===== config.mk =====
export PLATFORM = sky130hd
export DESIGN_NAME = glitch_seq_wb
export DESIGN_NICKNAME = d
export VERILOG_FILES = /design/src/rtl/glitch_seq_pkg.sv /design/src/rtl/glitch_seq_core.sv /design/src/rtl/glitch_seq_wb.sv
export SDC_FILE = /design/constraint.sdc
export NUM_CORES = 1
export LEC_CHECK = 0
export CORE_MARGIN = 2
export CORE_UTILIZATION = 64
export CTS_BUF_LIST = sky130_fd_sc_hd__clkbuf_4 sky130_fd_sc_hd__clkbuf_8
export CTS_CLUSTER_DIAMETER = 120
export CTS_CLUSTER_SIZE = 40
export DETAILED_ROUTE_END_ITERATION = 7
export PLACE_DENSITY_LB_ADDON = 0.08
export SETUP_SLACK_MARGIN = 0.5
export SYNTH_ARGS = -nofsm -noshare
export SYNTH_HDL_FRONTEND = slang
export SYNTH_SLANG_ARGS = --single-unit

===== constraint.sdc =====
create_clock -name clk_i -period 4.5 [get_ports clk_i]
set_input_delay 1.125 -clock clk_i [delete_from_list [all_inputs] [get_ports clk_i]]
set_output_delay 1.125 -clock clk_i [all_outputs]
set_load 0.01 [all_outputs]

===== src/rtl/glitch_seq_pkg.sv =====
// Shared constants for the glitch sequencer: register map, CTRL bit positions,
// FSM state encoding and the hard upper bound on pulse slots.
package glitch_seq_pkg;

  localparam int unsigned MAX_PULSES = 8;

  // Register addresses
  localparam logic [5:0] ADDR_CTRL      = 6'h00;
  localparam logic [5:0] ADDR_NPULSE    = 6'h01;
  localparam logic [5:0] ADDR_SHOTS     = 6'h02;
  localparam logic [5:0] ADDR_SLOT_BASE = 6'h08;

  // CTRL write bits
  localparam int unsigned CTRL_ARM     = 0;
  localparam int unsigned CTRL_ABORT   = 1;
  localparam int unsigned CTRL_SW_TRIG = 2;
  localparam int unsigned CTRL_REARM   = 3;

  // CTRL read bits
  localparam int unsigned STAT_READY = 0;
  localparam int unsigned STAT_ARMED = 1;
  localparam int unsigned STAT_BUSY  = 2;
  localparam int unsigned STAT_DONE  = 3;
  localparam int unsigned STAT_REARM = 4;

  typedef enum logic [1:0] {StIdle, StArmed, StDelay, StPulse} state_e;

endpackage


===== src/rtl/glitch_seq_core.sv =====
// Sequencer core: trigger synchroniser and edge detect, FSM, delay/width
// counters and slot index. Optional auto-rearm and shot counter are built
// when GLITCH_SEQ_AUTOREARM_EN is defined.
module glitch_seq_core
  import glitch_seq_pkg::*;
#(
  parameter int unsigned NUM_PULSES = 4,
  parameter int unsigned DELAY_W    = 16,
  parameter int unsigned WIDTH_W    = 8
) (
  input  logic                          clk,
  input  logic                          rst,
  input  logic                          trig,
  input  logic                          arm,
  input  logic                          abort,
  input  logic                          sw_trig,
  input  logic [3:0]                    npulse,
  input  logic [NUM_PULSES*DELAY_W-1:0] delay_flat,
  input  logic [NUM_PULSES*WIDTH_W-1:0] width_flat,
`ifdef GLITCH_SEQ_AUTOREARM_EN
  input  logic                          autorearm,
  output logic [7:0]                    shots,
`endif
  output state_e                        state,
  output logic                          done,
  output logic                          glitch
);

  logic [1:0]         sync_q;
  logic               trig_prev_q;
  logic               trig_edge;
  logic [2:0]         k_q;
  logic [DELAY_W-1:0] dcnt_q;
  logic [WIDTH_W-1:0] wcnt_q;

  logic [DELAY_W-1:0] delay_arr [MAX_PULSES];
  logic [WIDTH_W-1:0] width_arr [MAX_PULSES];

  // Unused slots above NUM_PULSES read as zero so a 3-bit index is always legal
  for (genvar g = 0; g < MAX_PULSES; g++) begin : g_slot
    if (g < NUM_PULSES) begin : g_used
      assign delay_arr[g] = delay_flat[g*DELAY_W +: DELAY_W];
      assign width_arr[g] = width_flat[g*WIDTH_W +: WIDTH_W];
    end else begin : g_unused
      assign delay_arr[g] = '0;
      assign width_arr[g] = '0;
    end
  end

  assign trig_edge = sync_q[1] & ~trig_prev_q;

  logic [3:0]         npulse_eff;
  logic [3:0]         k_next;
  logic               more;
  logic [WIDTH_W-1:0] cur_width;
  logic [DELAY_W-1:0] nxt_delay;
  logic [WIDTH_W-1:0] nxt_width;

  assign npulse_eff = (npulse == 4'd0) ? 4'd1 : npulse;
  assign k_next     = {1'b0, k_q} + 4'd1;
  assign more       = k_next < npulse_eff;
  assign cur_width  = width_arr[k_q];
  assign nxt_delay  = delay_arr[k_next[2:0]];
  assign nxt_width  = width_arr[k_next[2:0]];

  state_e             adv_state;
  logic [DELAY_W-1:0] adv_dcnt;
  logic [WIDTH_W-1:0] adv_wcnt;
  logic               adv_glitch;
  logic               adv_finish;

  // Next values when a slot ends; a zero delay chains straight into the next pulse
  always_comb begin
    adv_state  = StDelay;
    adv_dcnt   = '0;
    adv_wcnt   = '0;
    adv_glitch = 1'b0;
    adv_finish = 1'b0;
    if (!more) begin
      adv_finish = 1'b1;
`ifdef GLITCH_SEQ_AUTOREARM_EN
      adv_state  = autorearm ? StArmed : StIdle;
`else
      adv_state  = StIdle;
`endif
    end else if (nxt_delay == '0) begin
      if (nxt_width != '0) begin
        adv_state  = StPulse;
        adv_wcnt   = nxt_width - WIDTH_W'(1);
        adv_glitch = 1'b1;
      end
    end else begin
      // The edge that ends a pulse already counts as the first delay cycle
      adv_dcnt = nxt_delay - DELAY_W'(1);
    end
  end

  // Trigger synchroniser, sequencer FSM and registered glitch output
  always_ff @(posedge clk) begin
    if (rst) begin
      sync_q      <= '0;
      trig_prev_q <= 1'b0;
      state       <= StIdle;
      k_q         <= '0;
      dcnt_q      <= '0;
      wcnt_q      <= '0;
      glitch      <= 1'b0;
      done        <= 1'b0;
`ifdef GLITCH_SEQ_AUTOREARM_EN
      shots       <= '0;
`endif
    end else begin
      sync_q      <= {sync_q[0], trig};
      trig_prev_q <= sync_q[1];
      if (abort) begin
        state  <= StIdle;
        glitch <= 1'b0;
      end else begin
        unique case (state)
          StIdle: begin
            if (arm) begin
              state <= StArmed;
              done  <= 1'b0;
`ifdef GLITCH_SEQ_AUTOREARM_EN
              shots <= '0;
`endif
            end
          end
          StArmed: begin
            if (trig_edge || sw_trig) begin
              state  <= StDelay;
              k_q    <= '0;
              dcnt_q <= delay_arr[0];
            end
          end
          StDelay, StPulse: begin
            if (state == StDelay && dcnt_q != '0) begin
              dcnt_q <= dcnt_q - DELAY_W'(1);
            end else if (state == StDelay && cur_width != '0) begin
              state  <= StPulse;
              wcnt_q <= cur_width - WIDTH_W'(1);
              glitch <= 1'b1;
            end else if (state == StPulse && wcnt_q != '0) begin
              wcnt_q <= wcnt_q - WIDTH_W'(1);
            end else begin
              state  <= adv_state;
              dcnt_q <= adv_dcnt;
              wcnt_q <= adv_wcnt;
              glitch <= adv_glitch;
              k_q    <= k_next[2:0];
              if (adv_finish) begin
                done <= 1'b1;
`ifdef GLITCH_SEQ_AUTOREARM_EN
                if (shots != 8'hFF) shots <= shots + 8'd1;
`endif
              end
            end
          end
          default: state <= StIdle;
        endcase
      end
    end
  end

endmodule


===== src/rtl/glitch_seq_wb.sv =====
// Wishbone glitch sequencer top: register file, bus handshake and read mux
// around glitch_seq_core. Define GLITCH_SEQ_AUTOREARM_EN for auto-rearm and
// the shot counter at 0x02.
module glitch_seq_wb
  import glitch_seq_pkg::*;
#(
  parameter int unsigned NUM_PULSES = 4,
  parameter int unsigned DELAY_W    = 16,
  parameter int unsigned WIDTH_W    = 8
) (
  input  logic       clk_i,
  input  logic       rst_i,
  input  logic       stb_i,
  input  logic       we_i,
  input  logic [5:0] adr_i,
  input  logic [7:0] dat_i,
  output logic [7:0] dat_o,
  output logic       ack_o,
  input  logic       trig_i,
  output logic       glitch_o,
  output logic       busy_o
);

  logic [3:0]         npulse_q;
  logic [DELAY_W-1:0] delay_q [NUM_PULSES];
  logic [WIDTH_W-1:0] width_q [NUM_PULSES];
  logic [15:0]        dly_ext [NUM_PULSES];
  logic [NUM_PULSES*DELAY_W-1:0] delay_flat;
  logic [NUM_PULSES*WIDTH_W-1:0] width_flat;

  state_e     core_state;
  logic       core_done;
  logic [7:0] shots;
  logic       rearm_q;

  for (genvar g = 0; g < NUM_PULSES; g++) begin : g_flat
    assign delay_flat[g*DELAY_W +: DELAY_W] = delay_q[g];
    assign width_flat[g*WIDTH_W +: WIDTH_W] = width_q[g];
    assign dly_ext[g] = 16'(delay_q[g]);
  end

  logic       wr_en;
  logic       ctrl_wr;
  logic       slot_hit;
  logic [3:0] slot_idx;

  // Only the first cycle of a strobe counts; the acked cycle is idle
  assign wr_en    = stb_i & we_i & ~ack_o;
  assign ctrl_wr  = wr_en && (adr_i == ADDR_CTRL);
  assign slot_idx = adr_i[5:2] - 4'd2;
  assign slot_hit = (adr_i >= ADDR_SLOT_BASE) && (slot_idx < 4'(NUM_PULSES));
  assign busy_o   = (core_state != StIdle);

  logic [7:0] rd_data;

  // Read mux, sampled into dat_o on the acking edge
  always_comb begin
    rd_data = 8'h00;
    if (adr_i == ADDR_CTRL) begin
      rd_data[STAT_READY] = (core_state == StIdle);
      rd_data[STAT_ARMED] = (core_state == StArmed);
      rd_data[STAT_BUSY]  = (core_state != StIdle);
      rd_data[STAT_DONE]  = core_done;
      rd_data[STAT_REARM] = rearm_q;
    end else if (adr_i == ADDR_NPULSE) begin
      rd_data = {4'b0000, npulse_q};
    end else if (adr_i == ADDR_SHOTS) begin
      rd_data = shots;
    end else begin
      for (int i = 0; i < NUM_PULSES; i++) begin
        if (slot_hit && slot_idx == 4'(i)) begin
          unique case (adr_i[1:0])
            2'd0:    rd_data = dly_ext[i][7:0];
            2'd1:    rd_data = dly_ext[i][15:8];
            2'd2:    rd_data = 8'(width_q[i]);
            default: rd_data = 8'h00;
          endcase
        end
      end
    end
  end

  // Bus handshake and config register writes (config locked outside IDLE)
  always_ff @(posedge clk_i) begin
    if (rst_i) begin
      ack_o    <= 1'b0;
      dat_o    <= 8'h00;
      npulse_q <= '0;
      for (int i = 0; i < NUM_PULSES; i++) begin
        delay_q[i] <= '0;
        width_q[i] <= '0;
      end
    end else begin
      ack_o <= stb_i & ~ack_o;
      dat_o <= (stb_i && !ack_o && !we_i) ? rd_data : 8'h00;
      if (wr_en && core_state == StIdle) begin
        if (adr_i == ADDR_NPULSE) begin
          npulse_q <= (dat_i[3:0] > 4'(NUM_PULSES)) ? 4'(NUM_PULSES) : dat_i[3:0];
        end
        for (int i = 0; i < NUM_PULSES; i++) begin
          if (slot_hit && slot_idx == 4'(i)) begin
            unique case (adr_i[1:0])
              2'd0:    delay_q[i] <= DELAY_W'({dly_ext[i][15:8], dat_i});
              2'd1:    delay_q[i] <= DELAY_W'({dat_i, dly_ext[i][7:0]});
              2'd2:    width_q[i] <= dat_i[WIDTH_W-1:0];
              default: ;
            endcase
          end
        end
      end
    end
  end

`ifdef GLITCH_SEQ_AUTOREARM_EN
  // Auto-rearm flag follows CTRL bit3 on every CTRL write
  always_ff @(posedge clk_i) begin
    if (rst_i) begin
      rearm_q <= 1'b0;
    end else if (ctrl_wr) begin
      rearm_q <= dat_i[CTRL_REARM];
    end
  end
`else
  assign rearm_q = 1'b0;
  assign shots   = 8'h00;
`endif

  glitch_seq_core #(
    .NUM_PULSES (NUM_PULSES),
    .DELAY_W    (DELAY_W),
    .WIDTH_W    (WIDTH_W)
  ) u_core (
    .clk        (clk_i),
    .rst        (rst_i),
    .trig       (trig_i),
    .arm        (ctrl_wr & dat_i[CTRL_ARM]),
    .abort      (ctrl_wr & dat_i[CTRL_ABORT]),
    .sw_trig    (ctrl_wr & dat_i[CTRL_SW_TRIG]),
    .npulse     (npulse_q),
    .delay_flat (delay_flat),
    .width_flat (width_flat),
`ifdef GLITCH_SEQ_AUTOREARM_EN
    .autorearm  (rearm_q),
    .shots      (shots),
`endif
    .state      (core_state),
    .done       (core_done),
    .glitch     (glitch_o)
  );

endmodule

==> results.cfg, run 1 <==
[power]
power.share.sequential = 0.525
total_power_uw = 2800
p_leak_uw = 0.003598
vdd_drop_max_mv = 0.2618
p_comb_frac = 0.092
p_clk_frac = 0.383
switching_share = 0.2866
power.switching_uw = 802.4
power.internal_uw = 1998
p_per_area_mw_per_mm2 = 280.9

[placement]
dp_hpwl_um = 19170
dp_slack_ns = 0.3029
finalWeightedCongestion = 0.9312
io_buffer_count = 29

[cts]
root_buffer = clkbuf_8
cts_hold_buffers = 0
ctsLongestPathBuffers = 2
clkLatencyLatePin_ns = 0.48
cts_buffers = 17
cts_setup_buffers = 0
cts_sinks = 143
post_cts_resized = 0
tritoncts = yes
htree_levels = 4
clk_pin_slew_ns = 0.09

[yosys]
syn_area_mm2 = 0.009106
synth_top_cell_by_area = edfxtp_1
ys_seq_elements = 143
yosysTopAreaCellShare = 0.3166
synth_cell_types = 77
yosysWarnings = 0
syn_inst = 898
synth_seq_area_share = 0.4199
syn_area_per_cell_um2 = 10.14
synth_most_common_cell = and2_1
ys_top_cells_by_count = and2_1, edfxtp_1, nand2_1
async_reset_ff_frac = 0
synthTopCellsByArea = edfxtp_1, dfxtp_1, and2_1
synth-edff-count = 96
synth_top_flop_cell = edfxtp_1
synth_nets = 930

[global_routing]
grtUsageTotal = 0.3523
grt-ovfl-total = 0
busiest_layer = met2
grt_use_met1 = 0.4565
grt_first_pass_wirelength_um = 39340
grt_max_degree = 50
grt_use_met2 = 0.5831
grt_pass1_vias = 7230
antenna_found_initial = 0
grt_util_met3 = 0.07472

[layout]
syn2layout_area_growth_pct = 9.453
fillers = 1014
final_layout_size_suffix_gt1_frac = 0.1208
final_nets = 946

[route]
wl_per_cell_um = 23.50
ant_nets = 0
drt_iter0_drc = 1234
routed_via_density = 6.857
wl_um = 26040
dr_total_vias = 7598
first_pass_iters = 7
drc = 0

[floorplan]
rows = 43
core-area_mm2 = 0.01388
die-height_um = 123.3
ios = 30
initial_utilization = 0.6560
die_w_um = 123.3
die-area_mm2 = 0.01520

[worst_hold_path]
worstHoldStart = u_core.sync_q[0]
min_path_type = flop to flop
whs_endpoint = u_core.sync_q[1]
hold_depth = 1

[sta]
worst_slack_ns = 0.7842
setup_tns_ns = 0
max_freq_mhz = 269.1
fin_skew_ns = 0.01522
rsz0062_at_grt = false
max_slew_margin = 0.2960
worst_pin_slew_ns = 1.056
drv_slew = 0
timing.final.crit_share = 0.8257
finalHoldViolations = 0
fin_crit_ns = 3.716
setup_viol = 0

[worst_setup_path]
critPathLaunchType = input pin
worstPathMaxFanout = 15
r2r_setup_slack_ns = 0.90
worstPathArrival_ns = 4.09
path_buf_inv = 2
cpMaxStageDelayCell = or4_1
required_ns = 4.88
crit_path_cell_trace = clkdlybuf4s50_1, or4_1, nor4_2, buf_4, and2_1, a2111o_1, or3_1, o21ai_0, a311oi_1
path_class = input pin to flop
worst_setup_path_end_kind = flop
crit_path_max_incr_delay_ns = 0.69
cp_top_family = simple AND/OR/NAND/NOR gates
r2r_start = u_core.k_q[0]
r2r_end = u_core.dcnt_q[9]
rr_worst_depth = 10

[run]
cap_violations = 0

[status]
status = completed
[cell usage in the layout (no fill, tap or decap), types with 19 or more instances in the layout]
master	count
inv_1	19
mux2i_1	36
o211ai_1	28
o21ai_0	42
dfxtp_1	46
nor3_1	21
buf_4	29
nor2_1	63
and2_1	99
edfxtp_1	96
nand3_1	22
a21oi_1	52
clkdlybuf4s50_1	27
nand2_1	81
[cells by family after synthesis]
group / after synthesis / share of synthesized area
mux: 69 / 0.1270
xor+xnor: 33 / 0.03256
buf+inv: 81 / 0.04136
flops: 143 / 0.4199
fa+ha+maj: 13 / 0.01786
simple gates: 362 / 0.2135
compound gates: 197 / 0.1478
[layout make-up]
type / count / area [µm²] / area share
well taps: 180 / 225.2 / 0.02260
flip-flops and latches: 143 / 3825 / 0.3838
clock inverters: 15 / 170.2 / 0.01707
repair buffers: 59 / 518.0 / 0.05197
multi-input cells: 674 / 4921 / 0.4937
clock buffers: 17 / 234.0 / 0.02347
diodes: 1 / 2.502 / 0.0002511
inverters: 19 / 71.32 / 0.007155
[layer usage]
| metal | vias to the layer above | share of wire |
|---|---|---|
| met2 | 463 | 0.49 |
| met3 | 90 | 0.091 |
| met5 | - | 0 |
| met1 | 3647 | 0.39 |
| met4 | 0 | 0.031 |
| li1 | 3398 | - |
[stage by stage]
step,hold WS [ns],utilization,instances,area (µm²)
floorplan,0.4138,-,898,9106
global placement,0.4330,0.6888,1075,9560
detailed placement,0.4482,0.6888,1075,9560
CTS,0.4625,0.7179,1107,9965
global route,0.4741,0.7179,1107,9965
finish,0.4557,0.7180,1108,9967
[power groups by stage]
stage	sequential [µW]	clock, µW	combinational, µW
2_1_floorplan	1480	0	164
3_3_place_gp	1500	0	243
3_5_place_dp	1500	0	250
4_1_cts	1470	1070	252
5_1_grt	1470	1130	274
6_report	1470	1070	259
[worst reg2reg max path: cells and delay by family, from the launching register on]
family / cells / cell delay [ns]
AND/OR/NAND/NOR: 3 / 0.82
multiplexers: 1 / 0.44
flip-flops: 1 / 0.34
adder cells (fa/ha/maj): 1 / 0.29
AO/OA/AOI/OAI: 4 / 1.05
buffers and inverters: 1 / 0.48
[sequential cells by signal, summed over array words and instances (netlist names), 3 cells and up]
register       cells
delay_q           64
u_core.k_q         3
dat_o              8
npulse_q           4
u_core.wcnt_q      8
width_q           32
u_core.dcnt_q     16
[how the worst max path moves through the flow]
stage | startpoint | to | slack [ns] | cells past startpoint
3_5_place_dp | adr_i[5] | u_core.dcnt_q[13] | 0.30 | 9
4_1_cts | adr_i[5] | u_core.dcnt_q[13] | 0.81 | 9
2_1_floorplan | adr_i[3] | delay_q[3][0] | 1.05 | 7
6_report | adr_i[5] | u_core.dcnt_q[13] | 0.78 | 9
5_1_grt | adr_i[5] | u_core.dcnt_q[13] | 0.61 | 9
3_3_place_gp | adr_i[5] | u_core.dcnt_q[9] | 0.40 | 8
Note: power is estimated with default switching activity, not from simulation.
==> run 2: changes to the inputs <==
Clock period 4.5 ns to 3.72 ns, I/O delays scaled along.
==> run 2 against run 1 <==
Largest cell class unchanged. Non-clock buffer count grew 28. Total power up 17%. Critical path depth did not move. Via count rose by 2.0%. Global-route usage rose by 0.78 points. Cell area grew 2.2%. Worst hold slack improved by 0.0067 ns.
==> results.cfg, run 2 (synthesized netlist as in run 1, its figures left out) <==
[layout]
regMostFlops = delay_q
final_cell_mix = and2_1, edfxtp_1, nand2_1
final_layout_size_suffix_gt1_frac = 0.1602
fillers = 1002
regArea_mm2 = 0.003826
finish.utilization = 0.7342
final_common_cell = and2_1
reg.largest.list = delay_q: 64 flops, width_q: 32 flops, u_core.dcnt_q: 16 flops
syn2layout_area_growth_pct = 11.91
largest_register_ffs = 64
final_nets = 974
multi_input_area_mm2 = 0.004984
antenna_cells = 0

[floorplan]
die_w_um = 123.3
initial_utilization = 0.6560
die-height_um = 123.3
ios = 30
die-area_mm2 = 0.01520
rows = 43
core-area_mm2 = 0.01388

[sta]
setup_viol = 0
worst_pin_slew_ns = 0.6739
timing.final.crit_share = 0.8458
drv_slew = 0
max_freq_mhz = 317.8
max_slew_margin = 0.5444
setup_tns_ns = 0
rsz0062_at_grt = true
fin_skew_ns = 0.01398
fin_crit_ns = 3.147
finalHoldViolations = 0

[route]
drc = 0
drt_iter0_drc = 1000
routed_via_density = 6.831
first_pass_iters = 6
wl_um = 26580
dr_total_vias = 7753
ant_nets = 0
wl_per_cell_um = 23.42

[worst_setup_path]
worst_setup_path_end_kind = flop
critPathLaunchType = flop
path_class = flop to flop
worstPathMaxFanout = 12
worstPathArrival_ns = 3.55
required_ns = 4.13

[global_routing]
antenna_found_initial = 1
grtUsageTotal = 0.3600
grt_pass1_vias = 7272
grt-ovfl-total = 0
grt_max_degree = 43
grt_first_pass_wirelength_um = 40080

[status]
status = completed

[cts]
cts_sinks = 143
ctsLongestPathBuffers = 2
cts_buffers = 17
htree_levels = 4
clk_pin_slew_ns = 0.09
tritoncts = yes
clkLatencyLatePin_ns = 0.48
cts_hold_buffers = 0
root_buffer = clkbuf_8

[power]
p_leak_uw = 0.003696
p_per_area_mw_per_mm2 = 322.1
vdd_drop_max_mv = 0.3963

[worst_hold_path]
min_path_type = flop to flop

[placement]
dp_hpwl_um = 19310
finalWeightedCongestion = 1.021
io_buffer_count = 29

[run]
cap_violations = 0
[run 2: path summary, 6_finish.rpt]
path	from	cells after the start	end	slack, ns
min	u_core.sync_q[0]	1	u_core.sync_q[1]	0.46
min reg2reg	u_core.sync_q[0]	1	u_core.sync_q[1]	0.46
max	u_core.k_q[1]	9	u_core.dcnt_q[14]	0.57
max reg2reg	u_core.k_q[1]	9	u_core.dcnt_q[14]	0.57
[run 2: metal layers]
layer,global-route usage,vias to the layer above,wire length [µm]
li1,-,3450,-
met5,0,-,11
met4,0.1392,2,867
met3,0.06458,88,2404
met1,0.4842,3710,10540
met2,0.5834,503,12760
[run 2: stage by stage]
stage               instances  setup slack [ns]  instance area, µm²  total power [µW]  hold WS, ns
floorplan                 898            0.6110                9114              1988       0.4138
finish                   1135            0.5735               10190              3283       0.4624
CTS                      1128            0.5140               10080              3258       0.4711
global placement         1096            0.1467                9713              2110       0.4336
detailed placement       1096           0.05185                9713              2120       0.4528
global route             1135            0.4746               10190              3373       0.4842
[run 2: final cells by class]
class	instances	area share
multi-input combinational	674	0.4890
tap	180	0.02210
inverter	19	0.006998
timing repair buffer	87	0.07096
clock buffer	17	0.02296
clock inverter	15	0.01252
sequential	143	0.3754
[run 2: where the power goes]
part | internal (µW) | switching [µW] | total (µW)
registers | 1730 | 40.9 | 1780
logic | 125 | 206 | 330
clock network | 480 | 697 | 1180
total | 2340 | 943 | 3280
[run 2: repair_timing]
action | CTS | global route
buffers inserted | 0 | 7
setup endpoints to repair | 8 | 73
pin swaps | 0 | 2
gates resized for setup | 5 | 18
hold endpoints to repair | 0 | 0
[run 2: worst max-delay path: stages, from the launching register on]
cell and delay (ns):
dfxtp_2 0.38, ha_2 0.42, buf_4 0.24, mux4_2 0.41, nor3_4 0.25, nand3_1 0.21, or3_1 0.47, a2111oi_4 0.40
o221ai_1 0.16, a21oi_1 0.14
==> run 3: changes to the inputs <==
Clock period 3.72 ns to 3.1 ns, I/O delays scaled along.
==> run 3 against run 2 <==
Utilization up 7.8 points. Global-route usage up 2.8 points. Fmax increased by 9.6%. Cell count increased by 6.4%. Register-to-register slack got worse by 0.34 ns. Critical path depth grew 1. Critical path type unchanged. Largest cell class unchanged.
==> results.cfg, run 3 (synthesized netlist as in run 1, its figures left out) <==
[global_routing]
grt_max_degree = 40
busiest_layer = met2
grt_first_pass_wirelength_um = 43140
grt-ovfl-total = 0
grt_pass1_vias = 7943
grtUsageTotal = 0.3876
antenna_found_initial = 1
grt_util_met3 = 0.09871
grt_use_met1 = 0.4796
grt_use_met2 = 0.6332

[placement]
dp_slack_ns = -0.2328
io_buffer_count = 29
finalWeightedCongestion = 1.012
dp_hpwl_um = 20410

[route]
wl_um = 28830
drc = 0
ant_nets = 0
first_pass_iters = 5
wl_per_cell_um = 23.86
drt_iter0_drc = 1108
dr_total_vias = 8205
routed_via_density = 6.792

[layout]
final_nets = 1046
final_cell_mix = buf_4, and2_1, edfxtp_1
reg.largest.list = delay_q: 64 flops, width_q: 32 flops, u_core.dcnt_q: 16 flops
final_layout_size_suffix_gt1_frac = 0.2863
multi_input_area_mm2 = 0.005338
syn2layout_area_growth_pct = 23.84
regMostFlops = delay_q
regArea_mm2 = 0.003832
final_common_cell = buf_4
fillers = 871
largest_register_ffs = 64

[sta]
drv_slew = 0
fin_crit_ns = 2.870
max_freq_mhz = 348.4
setup_tns_ns = 0
setup_viol = 0
rsz0062_at_grt = true
worst_pin_slew_ns = 0.6552
finalHoldViolations = 0
fin_skew_ns = 0.01778
worst_slack_ns = 0.2296
max_slew_margin = 0.5627
timing.final.crit_share = 0.9259

[status]
status = completed

[worst_setup_path]
r2r_end = u_core.wcnt_q[4]
startpoint = u_core.k_q[0]
path_class = flop to flop
critPathLaunchType = flop
worst_setup_path_end_kind = flop
worstPathArrival_ns = 3.26
worstPathMaxFanout = 8
required_ns = 3.49
rr_worst_depth = 10
r2r_setup_slack_ns = 0.23
crit_path_end = u_core.wcnt_q[4]
r2r_start = u_core.k_q[0]

[cts]
clk_pin_slew_ns = 0.10
root_buffer = clkbuf_8
clkLatencyLatePin_ns = 0.47
cts_sinks = 143
ctsLongestPathBuffers = 2
htree_levels = 4
tritoncts = yes
cts_hold_buffers = 0
cts_buffers = 17

[floorplan]
initial_utilization = 0.6560
rows = 43
die-area_mm2 = 0.01520
die-height_um = 123.3
die_w_um = 123.3
core-area_mm2 = 0.01388
ios = 30

[run]
cap_violations = 0

[power]
p_leak_uw = 0.004182
p_per_area_mw_per_mm2 = 368.3
vdd_drop_max_mv = 0.4010

[worst_hold_path]
min_path_type = flop to flop
run 3: cell types whose count changed in the layout (fill, tap and decap cells not counted), sizes merged:
cell	delta
clkinvlp	-1
bufinv	+2
clkdlybuf4s50	-4
clkbuf	+1
buf	+71
dlygate4sd2	+3
clkdlybuf4s15	+1
diode	+1
clkinv	-1
run 3: timing repair:
| item | in CTS | in global routing |
|---|---|---|
| pin swaps | 32 | 18 |
| resized for setup | 63 | 41 |
| gates cloned | 1 | 1 |
| setup buffers | 36 | 5 |
| endpoints found under the setup margin | 119 | 122 |
run 3: worst min-delay path by stage:
stage,start,end,slack [ns],cells after the start
2_1_floorplan,u_core.sync_q[0],u_core.sync_q[1],0.41,1
6_report,u_core.sync_q[0],u_core.sync_q[1],0.46,1
4_1_cts,u_core.sync_q[0],u_core.sync_q[1],0.47,1
3_3_place_gp,u_core.sync_q[0],u_core.sync_q[1],0.43,1
3_5_place_dp,u_core.sync_q[0],u_core.sync_q[1],0.45,1
5_1_grt,u_core.sync_q[0],u_core.sync_q[1],0.47,1
run 3: critical path, stage by stage (launching register included):
cell      delay, ns
dfxtp_4        0.39
ha_4           0.33
buf_12         0.15
mux4_2         0.36
nor4_4         0.34
buf_4          0.19
a41o_4         0.27
nor3b_4        0.25
buf_6          0.17
nand3_2        0.09
a311oi_2       0.23
run 3: area by class of cell:
cell class,instances,share of cell area
inverters,19,0.006324
flip-flops and latches,143,0.3398
multi-input cells,674,0.4733
clock buffers,17,0.02075
clock inverters,15,0.01575
repair buffers,159,0.1238
diodes,1,0.0002219
well taps,180,0.01997
run 3: power by group:
group          switching, µW  internal (µW)  total [µW]  leakage, µW
Combinational            275            187         462      0.00263
Sequential              50.2           2080        2130      0.00135
Clock                    819            741        1560     0.000203
Total                   1140           3010        4150      0.00418
run 3: per-layer routing:
metal	up-vias	routed length, µm
met2	561	13830
met1	3926	10680
met5	-	0
met4	0	1544
met3	126	2781
li1	3592	-
run 3: per-stage QoR:
| stage | hold WS, ns | utilization | std cells | area [µm²] | power, µW |
|---|---|---|---|---|---|
| after global routing | 0.4700 | 0.8122 | 1207 | 11270 | 4264 |
| after floorplan | 0.4138 | - | 898 | 9346 | 2399 |
| after global placement | 0.4325 | 0.7320 | 1132 | 10160 | 2562 |
| after CTS | 0.4653 | 0.7945 | 1201 | 11030 | 4114 |
| after detailed placement | 0.4507 | 0.7320 | 1132 | 10160 | 2579 |
| final | 0.4631 | 0.8124 | 1208 | 11280 | 4153 |
